===== src/rtl/traj_point_arbiter.sv =====
// traj_point_arbiter: round-robin share of the trajectory overlay point between tracker (req0) and cursor (req1),
// committed at the end-of-active-frame boundary. Optional stale-marker clear: define TRAJ_ARB_STALE_CLEAR_EN.
module traj_point_arbiter #(
  parameter int FRAME_WIDTH  = 640,
  parameter int FRAME_HEIGHT = 480,
  parameter int STALE_FRAMES = 30
) (
  input  logic       i_clk,
  input  logic       i_rst_n,
  input  logic [9:0] i_h,
  input  logic [9:0] i_v,
  input  logic [9:0] i_req0_h,
  input  logic [9:0] i_req0_v,
  input  logic       i_req0_valid,
  output logic       o_req0_ready,
  input  logic [9:0] i_req1_h,
  input  logic [9:0] i_req1_v,
  input  logic       i_req1_valid,
  output logic       o_req1_ready,
  output logic [9:0] o_pointH,
  output logic [9:0] o_pointV,
  output logic       o_pointVAL,
  output logic       o_src,
  output logic [7:0] o_drop_cnt
);

  localparam logic [9:0] H_LIMIT   = 10'(FRAME_WIDTH);
  localparam logic [9:0] V_LIMIT   = 10'(FRAME_HEIGHT);
  localparam logic [9:0] V_LAST    = 10'(FRAME_HEIGHT - 1);
  localparam logic [9:0] OFFSCREEN = 10'h3FF;
  localparam logic [7:0] STALE_LAST = 8'(STALE_FRAMES - 1);

  typedef enum logic [0:0] {
    IDLE = 1'b0,
    PEND = 1'b1
  } state_t;

  state_t     state_r;
  logic [9:0] v_prev_r;
  logic       last_grant_r;
  logic [9:0] pend_h_r;
  logic [9:0] pend_v_r;
  logic       pend_src_r;
  logic [9:0] point_h_r;
  logic [9:0] point_v_r;
  logic       point_val_r;
  logic       src_r;
  logic [7:0] drop_cnt_r;

  logic       bnd_s;
  logic       commit_s;
  logic       accept_s;
  logic       grant_s;
  logic [9:0] sel_h_s;
  logic [9:0] sel_v_s;
  logic       in_range_s;
  logic       stale_fire_s;

  // The scan column carries no information for this block; sink it so it is visibly intentional.
  logic unused_h_s;
  assign unused_h_s = ^i_h;

  // Boundary detect, round-robin grant and range check of the granted point.
  always_comb begin
    bnd_s      = (v_prev_r == V_LAST) && (i_v != V_LAST);
    commit_s   = (state_r == PEND) && bnd_s;
    accept_s   = 1'b0;
    grant_s    = 1'b0;
    case (state_r)
      IDLE: begin
        if (i_req0_valid && i_req1_valid) begin
          accept_s = 1'b1;
          grant_s  = ~last_grant_r;
        end else if (i_req0_valid) begin
          accept_s = 1'b1;
          grant_s  = 1'b0;
        end else if (i_req1_valid) begin
          accept_s = 1'b1;
          grant_s  = 1'b1;
        end else begin
          accept_s = 1'b0;
          grant_s  = 1'b0;
        end
      end
      PEND: begin
        accept_s = 1'b0;
        grant_s  = 1'b0;
      end
      default: begin
        accept_s = 1'b0;
        grant_s  = 1'b0;
      end
    endcase
    sel_h_s    = grant_s ? i_req1_h : i_req0_h;
    sel_v_s    = grant_s ? i_req1_v : i_req0_v;
    in_range_s = (sel_h_s < H_LIMIT) && (sel_v_s < V_LIMIT);
  end

  assign o_req0_ready = accept_s & ~grant_s;
  assign o_req1_ready = accept_s & grant_s;

`ifdef TRAJ_ARB_STALE_CLEAR_EN
  logic [7:0] stale_cnt_r;

  assign stale_fire_s = bnd_s && !commit_s && (stale_cnt_r == STALE_LAST);

  // Frames elapsed since the last commit; a clear restarts the count like a commit does.
  always_ff @(posedge i_clk or negedge i_rst_n) begin
    if (!i_rst_n) begin
      stale_cnt_r <= 8'd0;
    end else if (commit_s || stale_fire_s) begin
      stale_cnt_r <= 8'd0;
    end else if (bnd_s) begin
      stale_cnt_r <= stale_cnt_r + 8'd1;
    end
  end
`else
  logic unused_cfg_s;
  assign unused_cfg_s = ^STALE_LAST;
  assign stale_fire_s = 1'b0;
`endif

  // Arbitration FSM with the pending slot and the registered overlay outputs.
  always_ff @(posedge i_clk or negedge i_rst_n) begin
    if (!i_rst_n) begin
      state_r      <= IDLE;
      v_prev_r     <= 10'd0;
      last_grant_r <= 1'b1;
      pend_h_r     <= OFFSCREEN;
      pend_v_r     <= OFFSCREEN;
      pend_src_r   <= 1'b0;
      point_h_r    <= OFFSCREEN;
      point_v_r    <= OFFSCREEN;
      point_val_r  <= 1'b0;
      src_r        <= 1'b0;
      drop_cnt_r   <= 8'd0;
    end else begin
      v_prev_r    <= i_v;
      point_val_r <= 1'b0;
      case (state_r)
        IDLE: begin
          if (accept_s) begin
            last_grant_r <= grant_s;
            if (in_range_s) begin
              pend_h_r   <= sel_h_s;
              pend_v_r   <= sel_v_s;
              pend_src_r <= grant_s;
              state_r    <= PEND;
            end else if (drop_cnt_r != 8'hFF) begin
              drop_cnt_r <= drop_cnt_r + 8'd1;
            end
          end
        end
        PEND: begin
          if (commit_s) begin
            point_h_r   <= pend_h_r;
            point_v_r   <= pend_v_r;
            src_r       <= pend_src_r;
            point_val_r <= 1'b1;
            state_r     <= IDLE;
          end
        end
        default: state_r <= IDLE;
      endcase
      // Never coincides with a commit, so the commit always has priority.
      if (stale_fire_s) begin
        point_h_r   <= OFFSCREEN;
        point_v_r   <= OFFSCREEN;
        point_val_r <= 1'b1;
      end
    end
  end

  assign o_pointH   = point_h_r;
  assign o_pointV   = point_v_r;
  assign o_pointVAL = point_val_r;
  assign o_src      = src_r;
  assign o_drop_cnt = drop_cnt_r;

endmodule


===== config.mk =====
export PLATFORM = sky130hd
export DESIGN_NAME = traj_point_arbiter
export DESIGN_NICKNAME = d
export VERILOG_FILES = /design/src/rtl/traj_point_arbiter.sv
export SDC_FILE = /design/constraint.sdc
export NUM_CORES = 1
export LEC_CHECK = 0
export ABC_CLOCK_PERIOD_IN_PS = 2700
export BUFFER_PORTS_ARGS = -buffer_cell sky130_fd_sc_hd__buf_2
export CAP_MARGIN = 10
export CORE_ASPECT_RATIO = 2
export CORE_UTILIZATION = 53
export DETAILED_ROUTE_END_ITERATION = 10
export HOLD_SLACK_MARGIN = 0.15
export PLACE_DENSITY = 0.91
export SLEW_MARGIN = 20
export SYNTH_ARGS = -nofsm -noshare
export SYNTH_HDL_FRONTEND = slang
export SYNTH_SLANG_ARGS = --single-unit

===== constraint.sdc =====
create_clock -name i_clk -period 2.7 [get_ports i_clk]
set_clock_uncertainty 0.15 [all_clocks]
set_input_delay 0.405 -clock i_clk [delete_from_list [all_inputs] [get_ports i_clk]]
set_output_delay 0.405 -clock i_clk [all_outputs]
set_load 0.02 [all_outputs]

* Yosys cells after proc, flatten, opt, wreduce, memory -nomap -nowiden
Index checks and enable logic that the tools add are counted.
** Operators by class
- Add/sub/neg operators :: 1
- Muxes and demuxes :: 15
- Magnitude comparators :: 2
- Equality and inequality tests :: 3
- Reduce and logical (&&, ||, !) cells :: 8
- Bitwise operators :: 6
** Operators by type and width (number)
- two-way mux 10 bit :: 2
- == test 10 x 9 -> 1 bit (second input constant) :: 1
- less-than comparator 10 bit (second input constant) :: 1
- less-than comparator 10 x 9 -> 1 bit (second input constant) :: 1
- two-way mux 1 bit :: 10
- != test 10 x 9 -> 1 bit (second input constant) :: 1
- adder 8 x 1 -> 8 bit (second input constant) :: 1
- != test 8 bit (second input constant) :: 1
- case mux 1 bit (2 select lines) :: 3
- logical AND 1 bit :: 4
- NOT 1 bit :: 4
- AND reduction 2 bit :: 2
- AND reduction 4 bit :: 1
- AND reduction 3 bit :: 1
- bitwise AND 1 bit :: 2
** Storage, ports and cells
- Output and inout bits :: 32
- Input port bits :: 64
- Register bits after elaboration :: 63

* Longest topological paths before layout
Gate-level depths: netlist of the first run.
- Word-level depth :: 10
- Mapped depth :: 6

* Least setup slack after synthesis of the first run
No wires, ideal clock.
- Kind :: register -> output
- Start point :: reg last_grant_r
- End point :: out o_req0_ready
- Path buffers :: 1
- Path slack :: 0.766 ns
- Data required time :: 2.145 ns
- Stages on the path, launching flop included :: 6
- Arrival :: 1.379 ns
- Cell sequence :: dfstp_2 > nand2_1 > nand2_2 > inv_2 > buf_2 > nor2_1
** On the way
- Longest elaborated chain between the ends :: 5
** RTL lines
- start, declared :: line 40 : logic last_grant_r;
- start signal, assigned :: line 143 : last_grant_r <= grant_s;
- NOT 1 bit :: line 73 : grant_s = ~last_grant_r;
- two-way mux 1 bit :: line 71 : if (i_req0_valid && i_req1_valid) begin
- case mux 1 bit (2 select lines) :: line 69 : case (state_r)
- NOT 1 bit :: line 99 : assign o_req0_ready = accept_s & ~grant_s;
- bitwise AND 1 bit :: line 99
- end, declared :: line 15 : output logic o_req0_ready,
No other way between the ends.

* Final worst setup path of the first run
- Start point :: in i_v[5]
- End point :: reg point_h_r[2] (netlist: o_pointH[2])
** On the way
- Longest elaborated chain between the ends :: 4
** RTL lines
- start, declared :: line 11 : input logic [9:0] i_v,
- != test 10 x 9 -> 1 bit :: line 65 : bnd_s = (v_prev_r == V_LAST) && (i_v != V_LAST);
- logical AND 1 bit :: line 65
- logical AND 1 bit :: line 66 : commit_s = (state_r == PEND) && bnd_s;
- AND reduction 2 bit (no line)
- end signal, assigned :: line 156 : point_h_r <= pend_h_r;
- end, declared :: line 44 : logic [9:0] point_h_r;
No other way between the ends.
A chain may end at the register's enable or synchronous reset.

==> results of run 1 <==
[cells in the mapped netlist (all sizes together) (2+ instances only)]
library cell	n
mux2i	7
nand4b	3
a31oi	12
nor4	2
nor3	2
dfrtp	22
nand4	5
dfstp	41
mux2	21
a21oi	8
nor2b	2
xor2	3
o21ai	2
nand2	33
xnor2	4
nand3	2
o21bai	3
inv	5
buf	7
nor2	21
[power by group through the flow]
| stage | Sequential [µW] | Clock [µW] | Combinational [µW] |
|---|---|---|---|
| 6_report | 1420 | 699 | 680 |
| 5_1_grt | 1450 | 756 | 744 |
| 4_1_cts | 1420 | 710 | 675 |
| 3_5_place_dp | 1440 | 0 | 656 |
| 3_3_place_gp | 1420 | 0 | 629 |
| 2_1_floorplan | 1460 | 0 | 413 |
[critical path, delay by kind of cell]
family | cells | cell delay [ns]
mux | 1 | 0.35
simple gates | 4 | 0.89
buf+inv | 3 | 0.92
[stage by stage]
stage                     utilization, %  power, µW  instances
after floorplan                        -       1870        215
after global placement              65.0       2050        355
after detailed placement            65.0       2090        355
after CTS                           70.7       2810        382
after global routing                70.7       2950        382
final                               70.7       2800        382
[sequential cells by signal, summed over array words and instances, names as in the netlist]
name,cells
pend_v_r,10
pend_src_r,1
last_grant_r,1
v_prev_r,10
o_drop_cnt,8
state_r,1
o_pointV,10
o_pointVAL,1
o_pointH,10
o_src,1
pend_h_r,10
[final timing paths]
check / slack [ns] / start / depth (start not counted) / end
worst min register to register: 0.33 / pend_src_r / 1 / o_src
min in group asynchronous: 0.20 / i_rst_n / 1 / pend_h_r[1]
worst max-delay path: 0.24 / i_v[5] / 8 / o_pointH[2]
worst min-delay path: 0.16 / i_req1_h[4] / 3 / pend_h_r[4]
worst max register to register: 0.67 / state_r / 6 / pend_h_r[6]
max in group asynchronous: 1.81 / i_rst_n / 2 / o_pointV[8]
[layout make-up]
type                    count  area (µm²)
inverters                   5        18.8
well taps                  57        71.3
repair buffers            102         593
clock buffers               9         124
multi-input cells         139         988
flip-flops and latches     63        1630
clock inverters             7        47.5
fillers                   346        1440
[per-layer routing]
metal	GRT usage [%]	routed length [µm]
met1	26.2	2250
met2	46.8	3610
met3	5.46	347
met4	14.8	208
met5	0	0
[cells by family (layout without fill, tap and decap cells)]
family,count (synthesis),in the layout,share of synthesized area [%]
AO/OA/AOI/OAI,30,30,10.0
XOR/XNOR,7,7,2.26
adder cells (fa/ha/maj),1,1,0.462
buffers and inverters,13,123,3.37
flip-flops,63,63,60.1
multiplexers,28,28,11.3
AND/OR/NAND/NOR,73,73,12.4
[timing repair]
| action | 4_1_cts | 5_1_grt |
|---|---|---|
| setup endpoints to repair | 0 | 0 |
| hold endpoints to repair | 11 | 0 |
| hold buffers | 11 | 0 |
==> flow_summary.toml, run 1 <==
[critical_path]
start_kind = "primary input"
cp_data_required_time_ns = 2.80
crit_path_end_kind = "register"
cp_cell_sequence = "dlygate4sd3_1 > buf_2 > nand4b_1 > nor4_1 > nor4_2 > nand2_1 > buf_4 > mux2_2"
crit_type = "in -> reg"
slowest_delay_ns = 0.54
slowest_stage_cell_on_the_critical_path = "sky130_fd_sc_hd__dlygate4sd3_1"
worst-path-max-fanout = 8
critPathArrivalTime_ns = 2.56

[logic_synthesis]
ys_dominant_reg_cell = "sky130_fd_sc_hd__dfstp_2"
synth_nets = 280
postSynthAreaPerCell_um2 = 12.6
synthDistinctLibCells = 38
synth_top_cell_by_area = "sky130_fd_sc_hd__dfstp_2"
ys.warnings.count = 0
number_of_flops_mapped_to_enable_cells_by_yosys = 0
synthesis.area_um2 = 2710
asyncSetResetFlopFracSynth_pct = 100
synth_sequential_area_ratio_pct = 60.1
post_synthesis_cell_count = 215
yosys-top-cells-area = "sky130_fd_sc_hd__dfstp_2 (40%), sky130_fd_sc_hd__dfrtp_1 (20%), sky130_fd_sc_hd__mux2_2 (6.7%)"
synthDominantCellAreaShare_pct = 39.8
synth_seq_cells = 63

[routing]
route.vias.total = 2111
drt-total-wl_um = 6420
wire_per_inst_um = 16.8
drc = 0
drt_pass1_iterations = 4
drt_iter0_drc = 49
viasPerCell = 5.53
detail-route-antenna-nets = 0

[clock_network]
clk_pin_slew_worst_paths_ns = 0.07
library_cell_used_as_clock_root_buffer = "sky130_fd_sc_hd__clkbuf_8"
tritoncts.num_buffers = 9
h_tree_level_count = 3
clock_insertion_delay_worst_skew_ns = 0.33
ctsResizeCount = 0
post-cts-setup-buffer-count = 0
cts_buffer_depth = 2
tritoncts_num_sinks = 63
clock_tree_from_tritoncts = "built"

[placement]
placed_cell_area_um2 = 3190
place.port_buffers = 85
dpl_wire_length_um = 4060
globalplace.congestion = 0.758
dpl_worst_slack_ns = 0.460

[power]
power.share.sequential_pct = 50.8
total_switching_power_uw = 900
static-leakage-power_uw = 0.00168
share_comb_of_total_power_pct = 24.3
cellPowerDensity_nw_per_um2 = 808
clkPwrFrac_pct = 24.9
cellInternalPower_uw = 1900
peak_vdd_ir_mv = 0.733
switching_share_pct = 32.1

[die]
io_pins = 96
die_width_um = 52.5
floorplan.rows = 36
initial_core_util_pct = 55.1
floorplan.core_area_um2 = 4910
die_height_um = 103
dieArea_um2 = 5420

[sta]
rsz0062_at_grt = "false"
layout_min_cycle_time_ns = 2.46
setup_viol = 0
slew_headroom_pct = 68.1
setup_ws_ns = 0.239
final.period_utilization_pct = 91.2
report.final.hold_viol_count = 0
fmaxAchievable_ghz = 0.406
report.final.slew_viol_count = 0
worst_hold_slack_ns = 0.164
worst_slew_pin_slew_ns = 0.478
finalSetupTns_ns = 0

[final_layout]
most_common_cell_after_layout_fill_and_taps_aside = "sky130_fd_sc_hd__buf_2"
stdcell_area_um2 = 3470
layout-drive-gt1-share_pct = 55.1
n_antenna_cell = 0
most_frequent_cells_in_the_layout = "sky130_fd_sc_hd__buf_2 (85), sky130_fd_sc_hd__dfstp_2 (41), sky130_fd_sc_hd__nand2_1 (32), sky130_fd_sc_hd__dfrtp_1 (22), sky130_fd_sc_hd__nor2_1 (21)"
syn2layout_area_growth_pct = 28.2
finish.net_count = 385

[global_routing]
grt.total_usage_pct = 25.9
pin_count_of_the_biggest_net_entering_global_routing = 42
initial_antenna_violation_count = 0
grt_pass1_vias = 2158
remaining_global_route_overflow = 0
first_pass_grt_wire_length_um = 9770

[worst_hold_path]
hold_path.class = "in -> reg"

[run_status]
run_status = "finished, final reports clean"

[flow_run]
max_cap_violations = 0
Note: power is estimated with default switching activity, not from simulation.
==> inputs of run 2 (changes only) <==
- ABC_AREA: unset -> 1
- CORE_UTILIZATION: 53 -> 55
- GPL_TIMING_DRIVEN: unset -> 1
- PLACE_DENSITY: 0.91 -> 0.92
==> run 2 against run 1 <==
Effect of this change: non-clock buffer count decreased by 1; utilization is 0.31 points higher; highest routed layer unchanged; power is 6.3% higher; final area rose by 12%; sequential share of layout area decreased by 5.0 points; synthesized cell count increased by 66%; hold slack gained 0.079 ns; clock power up 14%.
==> flow_summary.toml, run 2 <==
[logic_synthesis]
number_of_flops_mapped_to_enable_cells_by_yosys = 0
synthDistinctLibCells = 28
synth_seq_cells = 63
asyncSetResetFlopFracSynth_pct = 100
synthSimpleGateAreaFrac_pct = 34.3
post-synth-top-count-cell = "sky130_fd_sc_hd__nand2_1"
compound_cell_area_share_of_the_yosys_netlist_pct = 4.71
synth_top_cell_by_area = "sky130_fd_sc_hd__dfstp_2"
dominant_combinational_cell_family_by_area_after_synthesis = "simple AND/OR/NAND/NOR gates"
commonest_cells_in_the_synthesized_netlist = "sky130_fd_sc_hd__nand2_1 (133), sky130_fd_sc_hd__dfstp_2 (41), sky130_fd_sc_hd__nand2_2 (28), sky130_fd_sc_hd__nand4_1 (23)"
synth_sequential_area_ratio_pct = 52.0
synthAdderAreaFrac_pct = 0.400
ys.warnings.count = 0
post_synthesis_cell_count = 357
ys_dominant_reg_cell = "sky130_fd_sc_hd__dfstp_2"
yosys-top-cells-area = "sky130_fd_sc_hd__dfstp_2 (34%), sky130_fd_sc_hd__dfrtp_1 (18%), sky130_fd_sc_hd__nand2_1 (16%)"
synthXorXnorAreaFrac_pct = 1.68
synth_nets = 422
synthesis.area_um2 = 3130
postSynthAreaPerCell_um2 = 8.77
synth.mux.area_fraction_pct = 0
synthDominantCellAreaShare_pct = 34.4

[placement]
placed_cell_area_um2 = 3570
place.port_buffers = 85
dpl_wire_length_um = 4890
placed_cells_incl_taps = 490
globalplace.congestion = 0.779

[die]
dieArea_um2 = 6020
io_pins = 96
floorplan.rows = 38
die_height_um = 109
die_width_um = 55.4
initial_core_util_pct = 57.3
floorplan.core_area_um2 = 5470

[critical_path]
path_depth = 9
cp_data_required_time_ns = 2.77
worstSetupEndpoint = "pend_src_r"
worst_path_most_repeated_cell = "sky130_fd_sc_hd__nand2_1"
r2r_end = "pend_src_r"
reg2regPathDepth = 9
cp_cell_sequence = "nand2_2 > nand3_4 > nand2_1 > nand2_1 > nand2_2 > a21oi_4 > nand3_4 > nand2_1 > nand2_1"
setup.reg_to_reg.worst_slack_ns = 0.24
worst-path-max-fanout = 23
worst_r2r_startpoint = "last_grant_r"
start_kind = "register"
slowest_delay_ns = 0.54
cpLargestDelayFamily = "simple AND/OR/NAND/NOR gates"
worst_setup_path_startpoint = "last_grant_r"
worstPathBufferInverterCount = 0
crit_path_end_kind = "register"
critPathArrivalTime_ns = 2.53
slowest_stage_cell_on_the_critical_path = "sky130_fd_sc_hd__dfstp_2"
crit_type = "reg -> reg"

[sta]
finalSetupTns_ns = 0
report.final.hold_viol_count = 0
fmaxAchievable_ghz = 0.406
setup_viol = 0
layout_min_cycle_time_ns = 2.46
worst_hold_slack_ns = 0.243
final.period_utilization_pct = 91.2
slew_headroom_pct = 49.0
rsz0062_at_grt = "false"
worst_slew_pin_slew_ns = 0.763
report.final.slew_viol_count = 0

[final_layout]
most_common_cell_after_layout_fill_and_taps_aside = "sky130_fd_sc_hd__nand2_1"
n_antenna_cell = 0
layout-drive-gt1-share_pct = 42.4
layoutNonFillerInstCount = 518
most_frequent_cells_in_the_layout = "sky130_fd_sc_hd__nand2_1 (133), sky130_fd_sc_hd__buf_2 (85), sky130_fd_sc_hd__dfstp_2 (41), sky130_fd_sc_hd__nand2_2 (28), sky130_fd_sc_hd__nand4_1 (23)"
stdcell_area_um2 = 3880
finish.net_count = 518
syn2layout_area_growth_pct = 24.0

[clock_network]
library_cell_used_as_clock_root_buffer = "sky130_fd_sc_hd__clkbuf_8"
tritoncts.num_buffers = 9
h_tree_level_count = 3
cts_buffer_depth = 2
clk_pin_slew_worst_paths_ns = 0.07
tritoncts_num_sinks = 63
clock_tree_from_tritoncts = "built"
ctsResizeCount = 0
clock_insertion_delay_worst_skew_ns = 0.34

[routing]
drt_iter0_drc = 118
route.vias.total = 2728
wire_per_inst_um = 13.2
drt-total-wl_um = 6860
drt_pass1_iterations = 5
drc = 0
viasPerCell = 5.27
detail-route-antenna-nets = 0

[global_routing]
grt_pass1_vias = 2728
remaining_global_route_overflow = 0
pin_count_of_the_biggest_net_entering_global_routing = 34
initial_antenna_violation_count = 0
first_pass_grt_wire_length_um = 11200
grt.total_usage_pct = 23.8

[worst_hold_path]
hold_path.class = "in -> reg"

[power]
static-leakage-power_uw = 0.00209
peak_vdd_ir_mv = 0.667
cellPowerDensity_nw_per_um2 = 768
power.total_uw = 2980

[run_status]
run_status = "finished, final reports clean"

[flow_run]
max_cap_violations = 0
==> run 2: worst reg2reg max path: stages (launching register included) <==
cell and delay [ns]:
sky130_fd_sc_hd__dfstp_2 0.54, sky130_fd_sc_hd__nand2_2 0.13, sky130_fd_sc_hd__nand3_4 0.26, sky130_fd_sc_hd__nand2_1 0.09, sky130_fd_sc_hd__nand2_1 0.10, sky130_fd_sc_hd__nand2_2 0.11
sky130_fd_sc_hd__a21oi_4 0.37, sky130_fd_sc_hd__nand3_4 0.37, sky130_fd_sc_hd__nand2_1 0.16, sky130_fd_sc_hd__nand2_1 0.06
==> run 2: cell families after synthesis <==
kind of cell	after synthesis
compound gates	25
fa+ha+maj	1
flops	63
xor+xnor	6
simple gates	219
buf+inv	43
==> run 2: metrics by stage <==
stage / util [%] / worst slack (ns)
global placement: 65.2 / 0.157
global route: 71.0 / 0.0125
CTS: 70.8 / 0.0765
floorplan: - / 0.750
detailed placement: 65.2 / 0.107
finish: 71.0 / 0.238
==> run 2: how the worst min path moves through the flow <==
stage	startpoint	to	slack, ns	depth (start not counted)
finish	i_req1_v[2]	pend_v_r[2]	0.24	5
global route	i_req0_h[6]	pend_h_r[6]	0.26	5
CTS	i_req1_h[2]	pend_h_r[2]	0.24	5
detailed placement	pend_v_r[9]	pend_v_r[9]	0.30	2
global placement	pend_v_r[9]	pend_v_r[9]	0.29	2
floorplan	i_rst_n	o_drop_cnt[0]	-0.04	0
==> run 2: final cells by class <==
type,count,area [µm²]
well taps,60,75.1
repair buffers,101,586
clock inverters,7,73.8
fillers,405,1590
inverters,26,97.6
multi-input cells,252,1300
clock buffers,9,124
flip-flops and latches,63,1630
==> run 2: report_power, final <==
part / leakage [µW] / switching [µW] / total, µW / internal [µW]
registers: 0.000701 / 152 / 1400 / 1250
logic: 0.00131 / 497 / 780 / 282
clock network: 0.0000875 / 372 / 797 / 425
total: 0.00209 / 1020 / 2980 / 1960
==> run 2: what timing repair did <==
action | CTS | global route
endpoints found under the hold margin | 20 | 0
setup endpoints to repair | 0 | 21
buffers inserted | 0 | 0
hold buffers | 11 | 0
==> run 2: metal layers <==
metal  vias up  wire (µm)  GRT usage, %
li1       1333          -             -
met1      1281       2410          21.5
met2        96       3990          46.9
met3        18        313          6.29
met4         0        144          12.5
met5         -          0             0
==> inputs of run 3 (changes only) <==
- PLACE_DENSITY: 0.92 -> 0.95
==> run 3 against run 2 <==
Effect of this change: wire length down 1.9%; non-clock buffer count increased by 3; first-iteration DRC count shrank 24%; highest routed layer unchanged; cell count up 0.39%; register-to-register slack improved by 0.11 ns; power shrank 4.8%; sequential power hardly changed; final area down 1.2%; critical path depth is 3 lower; sequential share of layout area up 0.51 points; worst setup slack better by 0.10 ns.
==> flow_summary.toml, run 3 (synthesis gave the netlist of run 2 again) <==
[sta]
worst_hold_slack_ns = 0.237
worst_slew_pin_slew_ns = 0.645
fmaxAchievable_ghz = 0.424
setup_viol = 0
final.period_utilization_pct = 87.4
finalSetupTns_ns = 0
report.final.slew_viol_count = 0
report.final.hold_viol_count = 0
slew_headroom_pct = 57.0
layout_min_cycle_time_ns = 2.36
rsz0062_at_grt = "false"

[global_routing]
first_pass_grt_wire_length_um = 11200
grt.total_usage_pct = 24.0
remaining_global_route_overflow = 0
pin_count_of_the_biggest_net_entering_global_routing = 30
initial_antenna_violation_count = 0
grt_pass1_vias = 2649

[final_layout]
most_frequent_cells_in_the_layout = "sky130_fd_sc_hd__nand2_1 (133), sky130_fd_sc_hd__buf_2 (85), sky130_fd_sc_hd__dfstp_2 (41), sky130_fd_sc_hd__nand2_2 (28), sky130_fd_sc_hd__nand4_1 (23)"
stdcell_area_um2 = 3840
finish.net_count = 520
fillers = 409
most_common_cell_after_layout_fill_and_taps_aside = "sky130_fd_sc_hd__nand2_1"
regArea_um2 = 1630
combined_area_of_the_multi_input_logic_cells_um2 = 1290
n_antenna_cell = 0
layout-drive-gt1-share_pct = 41.3
post-route-util_pct = 70.2
syn2layout_area_growth_pct = 22.5

[placement]
globalplace.congestion = 0.753
place.port_buffers = 85
placed_cell_area_um2 = 3570
dpl_wire_length_um = 4980

[critical_path]
cp_data_required_time_ns = 2.14
worst-path-max-fanout = 23
critPathArrivalTime_ns = 1.80
crit_path_end_kind = "output port"
r2r_end = "pend_src_r"
reg2regPathDepth = 9
setup.reg_to_reg.worst_slack_ns = 0.35
crit_type = "reg -> out"
worst_r2r_startpoint = "last_grant_r"
start_kind = "register"

[die]
die_width_um = 55.4
floorplan.core_area_um2 = 5470
die_height_um = 109
dieArea_um2 = 6020
initial_core_util_pct = 57.3
io_pins = 96
floorplan.rows = 38

[routing]
route.vias.total = 2655
viasPerCell = 5.11
wire_per_inst_um = 12.9
drt_pass1_iterations = 4
drt_iter0_drc = 90
drt-total-wl_um = 6730
detail-route-antenna-nets = 0
drc = 0

[flow_run]
max_cap_violations = 0

[clock_network]
clock_insertion_delay_worst_skew_ns = 0.34
h_tree_level_count = 3
cts_buffer_depth = 2
post-cts-setup-buffer-count = 0
tritoncts_num_sinks = 63
library_cell_used_as_clock_root_buffer = "sky130_fd_sc_hd__clkbuf_8"
clock_tree_from_tritoncts = "built"
tritoncts.num_buffers = 9
clk_pin_slew_worst_paths_ns = 0.07

[run_status]
run_status = "finished, final reports clean"

[power]
static-leakage-power_uw = 0.00209
cellPowerDensity_nw_per_um2 = 740
peak_vdd_ir_mv = 0.776

[worst_hold_path]
hold-path-cell-count = 5
hold_path.class = "in -> reg"
worstHoldStart = "i_req0_v[2]"
worst_hold_path.endpoint = "pend_v_r[2]"
run 3: critical path: stages (launching register included):
cell	delay (ns)
sky130_fd_sc_hd__dfstp_2	0.54
sky130_fd_sc_hd__nand2_2	0.12
sky130_fd_sc_hd__nand3_4	0.26
sky130_fd_sc_hd__inv_2	0.08
sky130_fd_sc_hd__buf_4	0.20
sky130_fd_sc_hd__nor2_1	0.09
sky130_fd_sc_hd__buf_2	0.17
run 3: metrics by stage:
| stage | cells | total power (µW) | setup slack, ns |
|---|---|---|---|
| after floorplan | 357 | 1960 | 0.750 |
| after global placement | 493 | 2130 | 0.370 |
| after detailed placement | 493 | 2180 | 0.321 |
| after CTS | 520 | 2850 | 0.326 |
| after global routing | 520 | 3020 | 0.161 |
| final | 520 | 2840 | 0.341 |
run 3: routing by layer:
layer / part of all wire, % / routed length (µm) / vias to the layer above / track usage, %
li1: - / - / 1332 / -
met1: 36 / 2420 / 1230 / 22.1
met2: 57 / 3860 / 79 / 46.8
met3: 4.3 / 288 / 14 / 5.58
met4: 2.5 / 166 / 0 / 13.8
met5: 0 / 0 / - / 0
run 3: worst max path at each step:
stage                       startpoint      endpoint  slack [ns]  cells past startpoint
after floorplan           last_grant_r  o_req0_ready        0.75                      5
after CTS                 last_grant_r  o_req0_ready        0.33                      6
final                     last_grant_r  o_req0_ready        0.34                      6
after global placement    i_req0_valid    pend_src_r        0.37                      9
after global routing      last_grant_r   pend_h_r[9]        0.16                      9
after detailed placement  i_req0_valid    pend_src_r        0.32                      9
run 3: power by group:
group	internal, µW	switching, µW	leakage [µW]
Combinational	284	481	0.00131
Clock	331	327	0.0000784
Sequential	1250	162	0.000701
run 3: final cells by class:
cell class / count / share of cell area [%]
clock inverter: 2 / 0.261
inverter: 26 / 2.54
timing repair buffer: 104 / 15.5
tap: 60 / 1.96
sequential: 63 / 42.4
clock buffer: 14 / 3.72
multi-input combinational: 251 / 33.6
run 3: what timing repair did:
item | in CTS | in global routing
endpoints found under the hold margin | 23 | 0
hold buffers | 11 | 0
resized for setup | 0 | 0
